--- config.mk ---
export PLATFORM = sky130hd
export DESIGN_NAME = gyro_rx_deframer
export DESIGN_NICKNAME = d
export VERILOG_FILES = /design/src/rtl/gyro_rx_deframer.sv
export SDC_FILE = /design/constraint.sdc
export NUM_CORES = 1
export LEC_CHECK = 0
export BUFFER_PORTS_ARGS = -buffer_cell sky130_fd_sc_hd__buf_4
export CORE_MARGIN = 2
export CORE_UTILIZATION = 40
export DETAILED_ROUTE_END_ITERATION = 16
export HOLD_SLACK_MARGIN = 0.02
export PLACE_DENSITY = 0.61
export SETUP_SLACK_MARGIN = 0.15
export SLEW_MARGIN = 5
export SYNTH_ARGS = -nofsm -noshare
export SYNTH_HDL_FRONTEND = slang
export SYNTH_SLANG_ARGS = --single-unit
--- constraint.sdc ---
create_clock -name ACLK -period 6.95 [get_ports ACLK]
set_input_delay 0.3475 -clock ACLK [delete_from_list [all_inputs] [get_ports ACLK]]
set_output_delay 0.3475 -clock ACLK [all_outputs]
set_load 0.05 [all_outputs]
--- src/rtl/gyro_rx_deframer.sv ---
// Gyro link receiver: synchronizes DRX/DSYNC, deframes DSYNC-delimited words MSB first,
// and queues them in a FIFO presented as a valid/ready stream with sticky flags and counters.
module gyro_rx_deframer #(
    parameter int WORD_W = 32,
    parameter int DEPTH  = 16,
    parameter int THRESH = 8,
    localparam int AW    = $clog2(DEPTH),
    localparam int LW    = AW + 1
) (
    input  logic              ACLK,
    input  logic              ARESETn,
    input  logic              enable,
    input  logic              clr,
    input  logic              bit_tick,
    input  logic              DRX,
    input  logic              DSYNC,
    output logic [WORD_W-1:0] m_tdata,
    output logic              m_tvalid,
    input  logic              m_tready,
    output logic [LW-1:0]     fifo_level,
    output logic              irq_fill,
    output logic              ovf_sticky,
    output logic              frm_sticky,
    output logic [15:0]       frame_cnt,
    output logic [15:0]       drop_cnt
);

    localparam int CW = $clog2(WORD_W + 1);

    typedef enum logic [1:0] {
        HUNT  = 2'd0,
        SHIFT = 2'd1,
        PUSH  = 2'd2
    } state_e;

    // Handshake: a word transfers on every cycle where m_tvalid & m_tready are both high;
    // m_tdata holds steady while m_tvalid is high and m_tready is low.

    logic [1:0]        drx_sync_q;
    logic [1:0]        dsync_sync_q;
    logic              drx_s;
    logic              dsync_s;
    logic              tick_en;

    state_e            state_q;
    logic [WORD_W-1:0] shift_q;
    logic [CW-1:0]     bitcnt_q;
    logic              frm_q;

    logic [WORD_W-1:0] mem_q [DEPTH];
    logic [AW-1:0]     wr_ptr_q;
    logic [AW-1:0]     rd_ptr_q;
    logic [AW-1:0]     rd_next;
    logic [LW-1:0]     count_q;
    logic [WORD_W-1:0] tdata_q;
    logic              ovf_q;
    logic [15:0]       frame_q;
    logic [15:0]       drop_q;

    logic              push;
    logic              pop;
    logic              full;
    logic              push_acc;
    logic              drop;

    assign drx_s   = drx_sync_q[1];
    assign dsync_s = dsync_sync_q[1];
    assign tick_en = bit_tick & enable;

    always_ff @(posedge ACLK or negedge ARESETn) begin
        if (!ARESETn) begin
            drx_sync_q   <= 2'b00;
            dsync_sync_q <= 2'b00;
        end else begin
            drx_sync_q   <= {drx_sync_q[0], DRX};
            dsync_sync_q <= {dsync_sync_q[0], DSYNC};
        end
    end

    always_ff @(posedge ACLK or negedge ARESETn) begin
        if (!ARESETn) begin
            state_q  <= HUNT;
            shift_q  <= '0;
            bitcnt_q <= '0;
            frm_q    <= 1'b0;
        end else if (clr) begin
            state_q  <= HUNT;
            shift_q  <= '0;
            bitcnt_q <= '0;
            frm_q    <= 1'b0;
        end else begin
            case (state_q)
                HUNT: begin
                    if (tick_en && dsync_s) begin
                        shift_q  <= {{(WORD_W-1){1'b0}}, drx_s};
                        bitcnt_q <= CW'(1);
                        state_q  <= SHIFT;
                    end
                end
                SHIFT: begin
                    if (!enable) begin
                        bitcnt_q <= '0;
                        state_q  <= HUNT;
                    end else if (bit_tick) begin
                        if (dsync_s) begin
                            // Sync inside a frame: drop the partial word and treat this bit as the new MSB.
                            frm_q    <= 1'b1;
                            shift_q  <= {{(WORD_W-1){1'b0}}, drx_s};
                            bitcnt_q <= CW'(1);
                        end else begin
                            shift_q  <= {shift_q[WORD_W-2:0], drx_s};
                            bitcnt_q <= bitcnt_q + CW'(1);
                            if (bitcnt_q == CW'(WORD_W - 1)) begin
                                state_q <= PUSH;
                            end
                        end
                    end
                end
                PUSH: begin
                    bitcnt_q <= '0;
                    state_q  <= HUNT;
                end
                default: state_q <= HUNT;
            endcase
        end
    end

    assign push     = (state_q == PUSH) && !clr;
    assign pop      = m_tvalid && m_tready;
    assign full     = (count_q == LW'(DEPTH));
    assign push_acc = push && (!full || pop);
    assign drop     = push && full && !pop;
    assign rd_next  = rd_ptr_q + AW'(1);

    always_ff @(posedge ACLK) begin
        if (push_acc) begin
            mem_q[wr_ptr_q] <= shift_q;
        end
    end

    always_ff @(posedge ACLK or negedge ARESETn) begin
        if (!ARESETn) begin
            wr_ptr_q <= '0;
            rd_ptr_q <= '0;
            count_q  <= '0;
            tdata_q  <= '0;
            ovf_q    <= 1'b0;
            frame_q  <= '0;
            drop_q   <= '0;
        end else if (clr) begin
            wr_ptr_q <= '0;
            rd_ptr_q <= '0;
            count_q  <= '0;
            tdata_q  <= '0;
            ovf_q    <= 1'b0;
            frame_q  <= '0;
            drop_q   <= '0;
        end else begin
            if (push_acc) begin
                wr_ptr_q <= wr_ptr_q + AW'(1);
            end
            if (pop) begin
                rd_ptr_q <= rd_next;
            end
            count_q <= count_q + LW'(push_acc) - LW'(pop);
            // The head register follows the word that will sit at the read pointer next cycle.
            if (push_acc && (count_q == '0 || (count_q == LW'(1) && pop))) begin
                tdata_q <= shift_q;
            end else if (pop && count_q > LW'(1)) begin
                tdata_q <= mem_q[rd_next];
            end
            if (push) begin
                frame_q <= frame_q + 16'd1;
            end
            if (drop) begin
                ovf_q <= 1'b1;
                if (drop_q != 16'hFFFF) begin
                    drop_q <= drop_q + 16'd1;
                end
            end
        end
    end

    assign m_tdata    = tdata_q;
    assign m_tvalid   = (count_q != '0);
    assign fifo_level = count_q;
    assign irq_fill   = (count_q >= LW'(THRESH));
    assign ovf_sticky = ovf_q;
    assign frm_sticky = frm_q;
    assign frame_cnt  = frame_q;
    assign drop_cnt   = drop_q;

endmodule

==> impl_results.md <==
* Layout Cells excl Fill at 2448
* Core area at 62700 sq um
* Final core area utilization at 0.464
* GR Util All Layers at 0.185
* Cells after Synth at 1439
* First-pass GRT wire length at 88000 um
* Clk sinks at 635
* Area grow syn2layout at 15.3%
* Largest net degree at the start of global routing at 67
* Net Count, Synth at 1468
* Worst R2R Path Depth at 8
* Cell family with most CP delay: simple AND/OR/NAND/NOR gates
* Via count of the routed design at 13.2k
* Seq/Total Area, Yosys at 0.731
* FF-to-FF Start: state_q[0]
* Largest cells by area after synthesis: edfxtp_1 (61%), dfrtp_1 (12%), mux4_2 (11%)
* Vias in the first global route at 13.7k
* Crit Path Class: flip-flop to flip-flop
* Critical path data arrival time at 3.86 ns
* Max IR drop VDD at 191 uV
* TritonCTS Buffers at 68
* CTS tree: built
* CP endpoint kind: flip-flop
* # fillers at 5336
* Drt wl/cell at 23.7 um
* H-tree Lvls at 3
* Worst slew pin tran at 1.13 ns
* Mean post-synth cell area at 17.5 sq um
* Yosys top cell by area: edfxtp_1
* Setup TNS at 0 ns
* Top Ports at 81
* Status: complete, no violations
* Clock-pin slew on the worst setup and hold paths at 0.06 ns
* Max Clock Freq at 0.277 GHz
* Crit path buf inv count at 3
* DP Wirelength at 29600 um
* Total Power at 10.2 mW
* Layout cell share with drive strength beyond 1 at 0.230
* Clock Skew at 0.0355 ns
* DP Cell Count at 2320
* DRT Pass-1 Iters at 5
* RSZ-0062 raised after global routing: false
* Critical-path maximum fanout at 20
* Drt drc at 0
* Synth Flop Type: edfxtp_1
* Final Max Tran Viols at 0
* Most frequent cells in the layout: edfxtp_1 (512), nand2_1 (178), mux4_2 (128)
* Async set-reset flop share out of synthesis at 0.194
* Synth top area share at 0.609
* Die height at 255 um
* Final worst-path cycle share at 0.519
* Critical Path Slowest Stage Cell: and2_2
* Initial antenna violation count at 0
* Min-Delay Path Depth at 3
* CTS Buffer Depth at 3
* Gr ovfl total at 0
* Synthesized area at 25200 sq um
* Drt via density at 5.40
* Slowest stage delay, CP at 0.61 ns
* Port Buffers at 80
* Fin area at 29100 sq um
* Max-Cap Viols at 0
* Min-Delay Path Class: input port to flip-flop
* Row count at 92
* Hold path start: enable
* Die area at 65100 sq um
* Final hold viol count at 0
* Critical-path cell list: inv_1 -> ha_1 -> nand2b_2 -> nor2_1 -> inv_2 -> nor3b_1 -> and2_2 -> buf_4
* Setup violators final at 0
* Hold Path Sink: bitcnt_q[1]
* Worst endpoint required time at 7.20 ns
* Number of synthesized flops with an enable pin at 512
* Dpl cell area at 26900 sq um
* Postcts setup bufs at 0
* R2r setup slk at 3.34 ns
* Hold-fix buffers, CTS at 3
* Unique masters post-synth at 56
* Shortest period the worst path allows at 3.61 ns
* WL final at 57900 um
* Seq cells post-synth at 635
* Leakage power at 10.0 nW
* Starting DRT DRC Count at 1164
* RR Endpoint: mem_q[8][7]
* GP Congestion at 0.726
* Die width at 255 um
* Starting Density at 0.402
* Slew HR at 0.244
* Setup crit start kind: flip-flop
* Nets at 1576
* Detail Route Antenna Nets at 0
* Skew-Pair Late Insertion Delay at 0.62 ns
* Pwr Density at 351 nW/um^2
* Commonest non-fill, non-tap cell in the layout: edfxtp_1
* Clock root buffer: clkbuf_16
* Yosys synthesis warning count at 0
* CTS resizes at 0
* ANT cells at 0
[state kept, by name (all words and copies together), names as in the netlist]
signal	count
shift_q	32
frame_cnt	16
mem_q	512
m_tdata	32
dsync_sync_q	2
frm_sticky	1
rd_ptr_q	4
wr_ptr_q	4
bitcnt_q	6
ovf_sticky	1
drx_sync_q	2
drop_cnt	16
state_q	2
fifo_level	5
[worst min-delay path, stage by stage]
cell	delay [ns]
buf_4	0.15
nand4_1	0.09
o21ai_0	0.06
[where the power goes]
part	internal, mW	switching (mW)
Clock	1.98	1.51
Sequential	4.23	0.176
Combinational	0.955	1.37
[how the worst max path moves through the flow]
stage	start	to	slack, ns	cells past startpoint
floorplan	fifo_level[2]	mem_q[0][0]	1.75	7
global placement	rd_ptr_q[0]	m_tdata[6]	3.38	6
detailed placement	rd_ptr_q[0]	m_tdata[6]	3.37	6
CTS	rd_ptr_q[0]	m_tdata[6]	3.36	6
global route	state_q[0]	mem_q[9][7]	3.05	8
finish	state_q[0]	mem_q[8][7]	3.34	8
[area by class of cell]
type	count	area [sq um]	area share
multi-input combinational	709	6480	0.223
inverter	21	78.8	0.00271
clock buffer	97	1860	0.0639
clock inverter	28	307	0.0105
tap	846	1060	0.0364
sequential	635	18500	0.634
timing repair buffer	112	865	0.0297
[layer usage]
layer  track usage  wire [um]  part of all wire  vias to the layer above
met4        0.0433       1060             0.018                        0
met1         0.257      25000              0.43                     6911
li1              -          -                 -                     5791
met5             0          0                 0                        -
met2         0.302      28100              0.49                      423
met3        0.0364       3740             0.064                       84
[cells in the mapped netlist, drive strengths merged, types with 5 or more instances]
| cell | count |
|---|---|
| mux4 | 128 |
| clkbuf | 42 |
| nor3 | 5 |
| dfrtp | 123 |
| nand3 | 10 |
| nand2b | 6 |
| edfxtp | 512 |
| nand2 | 178 |
| a211o | 32 |
| nor2b | 5 |
| and3 | 7 |
| ha | 20 |
| xor2 | 27 |
| nand4 | 15 |
| a21oi | 38 |
| and2 | 9 |
| nor4 | 8 |
| nor2 | 59 |
| o21ai | 77 |
| inv | 21 |
| xnor2 | 10 |
| buf | 32 |
| mux2i | 36 |
[per-stage QoR]
stage                     setup slack (ns)  hold slack [ns]
after floorplan                       1.75           0.0519
after global placement                3.38            0.337
after detailed placement              3.37            0.346
after CTS                             3.36           0.0609
after global routing                  3.05           0.0835
final                                 3.34           0.0832
[cells by family after synthesis]
family | share of synthesized area
buf+inv | 0.0172
flops | 0.731
simple gates | 0.0584
xor+xnor | 0.0131
compound gates | 0.0405
mux | 0.129
fa+ha+maj | 0.0107
(Power assumes the default switching activity.)
